### src/rtl/mux_chan_reg.sv
// mux_chan_reg: registered N-channel multiplexer with valid/ready handshake.
//
// Selects one of NCH producer lanes, either by explicit index (mode=0, sel)
// or round-robin over the valid lanes (mode=1), and holds the chosen word
// in a one-entry output register towards a single consumer.
//
// Parameters:
//   WIDTH  data bits per channel
//   NCH    number of input channels (>=2)
//   SELW   select width, derived from NCH (do not override)
//
// Ports:
//   clk        rising-edge clock
//   rst        synchronous, active-high reset
//   mode       0 = explicit select via sel, 1 = round-robin
//   sel        channel index used when mode=0
//   in_data    channel i at bits [i*WIDTH +: WIDTH]
//   in_valid   per-channel valid
//   in_ready   per-channel ready, one-hot or zero
//   out_data   registered selected word
//   out_valid  out_data holds an unconsumed word
//   out_ready  consumer accepts out_data this cycle
//   out_ch     channel index of out_data (only with MUX_CH_TAG_EN)
//
// Build option: define MUX_CH_TAG_EN to add the out_ch tag output.
module mux_chan_reg #(
    parameter int WIDTH = 2,
    parameter int NCH   = 4,
    parameter int SELW  = $clog2(NCH)
) (
    input  logic                 clk,
    input  logic                 rst,
    input  logic                 mode,
    input  logic [SELW-1:0]      sel,
    input  logic [NCH*WIDTH-1:0] in_data,
    input  logic [NCH-1:0]       in_valid,
    output logic [NCH-1:0]       in_ready,
    output logic [WIDTH-1:0]     out_data,
    output logic                 out_valid,
    input  logic                 out_ready
`ifdef MUX_CH_TAG_EN
    ,
    output logic [SELW-1:0]      out_ch
`endif
);

    typedef enum logic {EMPTY, FULL} state_t;

    state_t            state, state_nxt;
    logic [SELW-1:0]   rr_ptr;
    logic [SELW-1:0]   gnt;
    logic [WIDTH-1:0]  gnt_data;
    logic              gnt_vld;
    logic              space;
    logic              load;

    // Grant selection. In round-robin mode the scan starts at rr_ptr and the
    // first valid lane found wins.
    always_comb begin
        int unsigned idx;
        gnt      = '0;
        gnt_data = '0;
        gnt_vld  = 1'b0;
        idx      = 0;
        if (!mode) begin
            for (int unsigned i = 0; i < NCH; i++) begin
                if (sel == SELW'(i) && in_valid[i]) begin
                    gnt      = SELW'(i);
                    gnt_data = in_data[i*WIDTH +: WIDTH];
                    gnt_vld  = 1'b1;
                end
            end
        end else begin
            for (int unsigned k = 0; k < NCH; k++) begin
                idx = (32'(rr_ptr) + k) % NCH;
                if (!gnt_vld && in_valid[idx]) begin
                    gnt      = SELW'(idx);
                    gnt_data = in_data[idx*WIDTH +: WIDTH];
                    gnt_vld  = 1'b1;
                end
            end
        end
    end

    assign out_valid = (state == FULL);
    assign space     = !out_valid || out_ready;
    assign load      = gnt_vld && space && !rst;
    assign in_ready  = load ? (NCH'(1) << gnt) : '0;

    always_ff @(posedge clk) begin
        if (rst) state <= EMPTY;
        else     state <= state_nxt;
    end

    always_comb begin
        state_nxt = state;
        case (state)
            EMPTY: if (load) state_nxt = FULL;
            FULL:  if (out_ready && !load) state_nxt = EMPTY;
            default: state_nxt = EMPTY;
        endcase
    end

    always_ff @(posedge clk) begin
        if (rst) begin
            out_data <= '0;
            rr_ptr   <= '0;
        end else if (load) begin
            out_data <= gnt_data;
            if (mode)
                rr_ptr <= (gnt == SELW'(NCH - 1)) ? '0 : gnt + SELW'(1);
        end
    end

`ifdef MUX_CH_TAG_EN
    always_ff @(posedge clk) begin
        if (rst)       out_ch <= '0;
        else if (load) out_ch <= gnt;
    end
`endif

endmodule

### config.mk
export PLATFORM = sky130hd
export DESIGN_NAME = mux_chan_reg
export DESIGN_NICKNAME = d
export VERILOG_FILES = /design/src/rtl/mux_chan_reg.sv
export SDC_FILE = /design/constraint.sdc
export NUM_CORES = 1
export LEC_CHECK = 0
export BUFFER_PORTS_ARGS = -buffer_cell sky130_fd_sc_hd__buf_2
export CORE_MARGIN = 5
export CORE_UTILIZATION = 55
export CTS_BUF_LIST = sky130_fd_sc_hd__clkbuf_4
export CTS_CLUSTER_DIAMETER = 150
export DETAILED_ROUTE_END_ITERATION = 16
export PLACE_DENSITY = 0.87
export SLEW_MARGIN = 20
export SYNTH_ARGS = -nofsm -noshare
export SYNTH_HDL_FRONTEND = slang
export SYNTH_SLANG_ARGS = --single-unit
### constraint.sdc
create_clock -name clk -period 3.5 [get_ports clk]
set_input_delay 0.525 -clock clk [delete_from_list [all_inputs] [get_ports clk]]
set_output_delay 0.525 -clock clk [all_outputs]
set_load 0.005 [all_outputs]
==> summary.md <==
| Metric | Value |
|---|---|
| Hold depth | `2` |
| CP cell instances | `nand2_1 -> o21ai_0 -> o31a_1 -> inv_1 -> ha_1 -> and2_1 -> buf_2` |
| Crit path DAT | `between 2 and 3 ns` |
| Tmin final | `approximately 3 ns` |
| Port Buffer Count | `24` |
| RD Place Congestion | `approximately 0.95` |
| Final Skew | `just over 0.0009 ns` |
| Asr flop ratio synth | `0%` |
| Worst r2r src | `rr_ptr[1]` |
| Synth warnings | `0` |
| Starting Density | `59.3%` |
| Clk root buf | `clkbuf_4` |
| R2R Setup Slk | `approximately 1.1 ns` |
| FMAX | `330 MHz` |
| Rows | `14` |
| CP max FO | `30` |
| # IOs | `25` |
| Count of final hold-check violations | `0` |
| Vias per inst | `6.70` |
| Number of synthesized flops with an enable pin | `0` |
| DR iter-0 viols | `32` |
| Crit Path Category | `reg2out` |
| Clk Latency, worst-skew pair | `between 0.2 and 0.25 ns` |
| DR WL/cell | `roughly 16 um` |
| Status | `complete, no violations` |
| Min-delay worst type | `reg2reg` |
| DP HPWL | `roughly 1.9 mm` |
| Buffers plus inverters on the worst setup path | `2` |
| Slew HR | `31.2%` |
| N_diodes | `0` |
| Synth unique cells | `44` |
| Gate power share | `between 40% and 50%` |
| Final period util | `roughly 87%` |
| Cts repair resizes | `0` |
| Sink Count | `5` |
| Total grt overflow | `0` |
| Depth of the most critical reg-to-reg path | `7` |
| Via count | `between 1k and 1.5k` |
| Max incr delay on CP | `about 0.99 ns` |
| Worst-margin pin slew | `a little over 1 ns` |
| Mapped Cells | `~120` |
| CTS tree | `yes` |
| Post-layout nets | `162` |
| Post-CTS setup buffer count | `0` |
| Total GRT Usage | `between 20 and 25%` |
| Max-cap violation count | `0` |
| Syn Area/Cell | `7.49 um2` |
| Drt pass-1 iters | `4` |
| Syn_nets | `roughly 140` |
| Proportion of synthesized chip area in sequential cells | `11.0%` |
| Share of layout cells above drive strength 1 | `between 20 and 25%` |
| Top cell type's share of synthesized area | `around 12%` |
| Crit-path slowest cell | `dfxtp_1` |
| Hold Path End | `out_data[0]` |
| Max-slew violation count | `0` |
| CTS buffer count | `3` |
| Clk slew on worst S/H paths | `0.04 ns` |
| Total routed wirelength | `between 2 and 3 mm` |
| Longest Clk Path Bufs | `2` |
| Top post-synthesis cells by area | `mux2i_1 (12%), dfxtp_1 (11%), ha_1 (5.5%), o21ai_0 (4.9%), nand2_1 (4.1%)` |
| CTS H-Tree Depth | `1` |
| Vias in the first global route | `996` |
| # fillers | `about 140` |
| Fin cells | `approximately 160` |
| Setup TNS | `0 ns` |
| First-pass GRT wire length | `roughly 4.3 mm` |
| CORE AREA | `0.00154 mm2` |
| Share of power burned in the clock network | `between 20% and 30%` |
| Data required time of the critical path | `between 2 and 3 ns` |
| Internal power | `roughly 0.00017 W` |
| Placed Cells | `between 150 and 200` |
| Synth-to-Final Area Change | `12.5%` |
| Top cell family by delay on the critical path | `flip-flops` |
| Largest area contributor in the netlist | `mux2i_1` |
| Leakage | `0.426 nW` |
| Worst VDD drop | `slightly below 0.2 mV` |
| Yosys reg bits | `5` |
| RSZ-0062 raised after global routing | `no` |
| Hold_sp | `out_data[0]` |
| # DRC | `0` |
| Number of hold buffers added after CTS | `0` |
| Final ANT Viol Nets | `0` |
| Initial antenna violation count | `0` |
| Largest net degree at the start of global routing | `31` |
| Crit start category | `register` |
| CP Capture Type | `output port` |
| NetSw | `0.000102 W` |
| Die Footprint | `0.00258 mm2` |
| Synth Flop Type | `dfxtp_1` |
| Pwr per Cell Area | `between 200 and 300 mW/mm2` |
| Mapped Area | `just over 900 um2` |
| Setup violations, final | `0` |
| Chip Height | `50.8 um` |
| Die Wd | `between 50 and 60 um` |
| Share of power burned in registers | `between 20 and 30%` |
| Most frequent cells in the layout | `buf_2 (24), mux2i_1 (11), nand2_1 (10)` |
| Worst R2R End | `rr_ptr[1]` |
| Commonest non-fill, non-tap cell in the layout | `buf_2` |
| Sw Ratio | `a little under two fifths` |
-- final cells by class --
cell class | instances | area, um2 | area share (%)
Multi-Input combinational cell | 103 | 746 | 72.6
Timing Repair Buffer | 24 | 120 | 11.7
Tap cell | 16 | 20.0 | 1.95
Clock buffer | 4 | 30.0 | 2.92
Sequential cell | 5 | 100 | 9.74
Inverter | 3 | 11.3 | 1.10
-- routing by layer --
| metal | GRT usage [%] | wire length (um) | vias to the layer above | part of all wire, % |
|---|---|---|---|---|
| met1 | 28.1 | 1140 | 493 | 45 |
| met3 | 4.14 | 132 | 4 | 5.2 |
| met2 | 32.9 | 1250 | 40 | 49 |
| li1 | - | - | 501 | - |
| met5 | 0 | 0 | - | 0 |
| met4 | 4.68 | 28 | 0 | 1.1 |
-- synth_stat cells (2+ instances only) --
library cell,n
mux2i_1,11
nand2_1,10
o21ai_0,9
a21oi_1,7
nand3_1,7
buf_2,6
nor2_1,6
dfxtp_1,5
and2_1,4
clkbuf_1,4
ha_1,4
nand3b_1,4
mux2_2,3
nor2b_1,3
a211o_1,2
a211oi_1,2
inv_1,2
nand2b_1,2
nor4b_1,2
o2111ai_1,2
o22a_1,2
o22ai_1,2
o32a_1,2
-- registers in the layout (all words and copies together), names as in the netlist --
register   cells
out_valid      1
rr_ptr         2
out_data       2
-- power by group through the flow --
stage / Clock (W) / Combinational [W] / Sequential (W)
floorplan: 0 / 0.0000923 / 0.0000665
global placement: 0 / 0.000111 / 0.0000770
detailed placement: 0 / 0.000117 / 0.0000779
CTS: 0.0000761 / 0.000118 / 0.0000770
global route: 0.0000819 / 0.000132 / 0.0000788
finish: 0.0000750 / 0.000119 / 0.0000776
-- worst max-delay path by stage --
| stage | startpoint | end | slack [ns] | cells after the start |
|---|---|---|---|---|
| after floorplan | in_valid[3] | in_ready[3] | 1.26 | 7 |
| after global placement | rr_ptr[1] | in_ready[2] | 0.94 | 8 |
| after detailed placement | rr_ptr[1] | in_ready[1] | 0.76 | 7 |
| after CTS | rr_ptr[1] | in_ready[1] | 0.50 | 7 |
| after global routing | rr_ptr[1] | in_ready[1] | 0.27 | 7 |
| final | rr_ptr[1] | in_ready[1] | 0.47 | 7 |
-- cell families (layout without fill, tap and decap cells) --
| group | Yosys count | in the layout | synth area share, % |
|---|---|---|---|
| muxes | 15 | 15 | 18.6 |
| and+or+nand+nor | 45 | 45 | 27.7 |
| buffers and inverters | 14 | 31 | 7.40 |
| DFF | 5 | 5 | 11.0 |
| adders and majority gates | 4 | 4 | 5.48 |
| AOI/OAI and AO/OA | 39 | 39 | 29.9 |
-- tightest hold or removal path, cell delays in order (launching register included) --
cell	delay, ns
dfxtp_1	0.31
nand3b_1	0.08
o21ai_1	0.05
-- per-stage QoR --
step	power (W)	util [%]	instance area [um2]	setup WS (ns)	hold slack, ns
after CTS	0.000271	66.6	1030	0.497	0.479
after detailed placement	0.000195	64.7	997	0.758	0.472
final	0.000272	66.6	1030	0.466	0.484
after global placement	0.000188	64.7	997	0.936	0.476
after global routing	0.000293	66.6	1030	0.266	0.512
after floorplan	0.000159	-	913	1.26	0.468
Power figures use the tool's default switching activity.
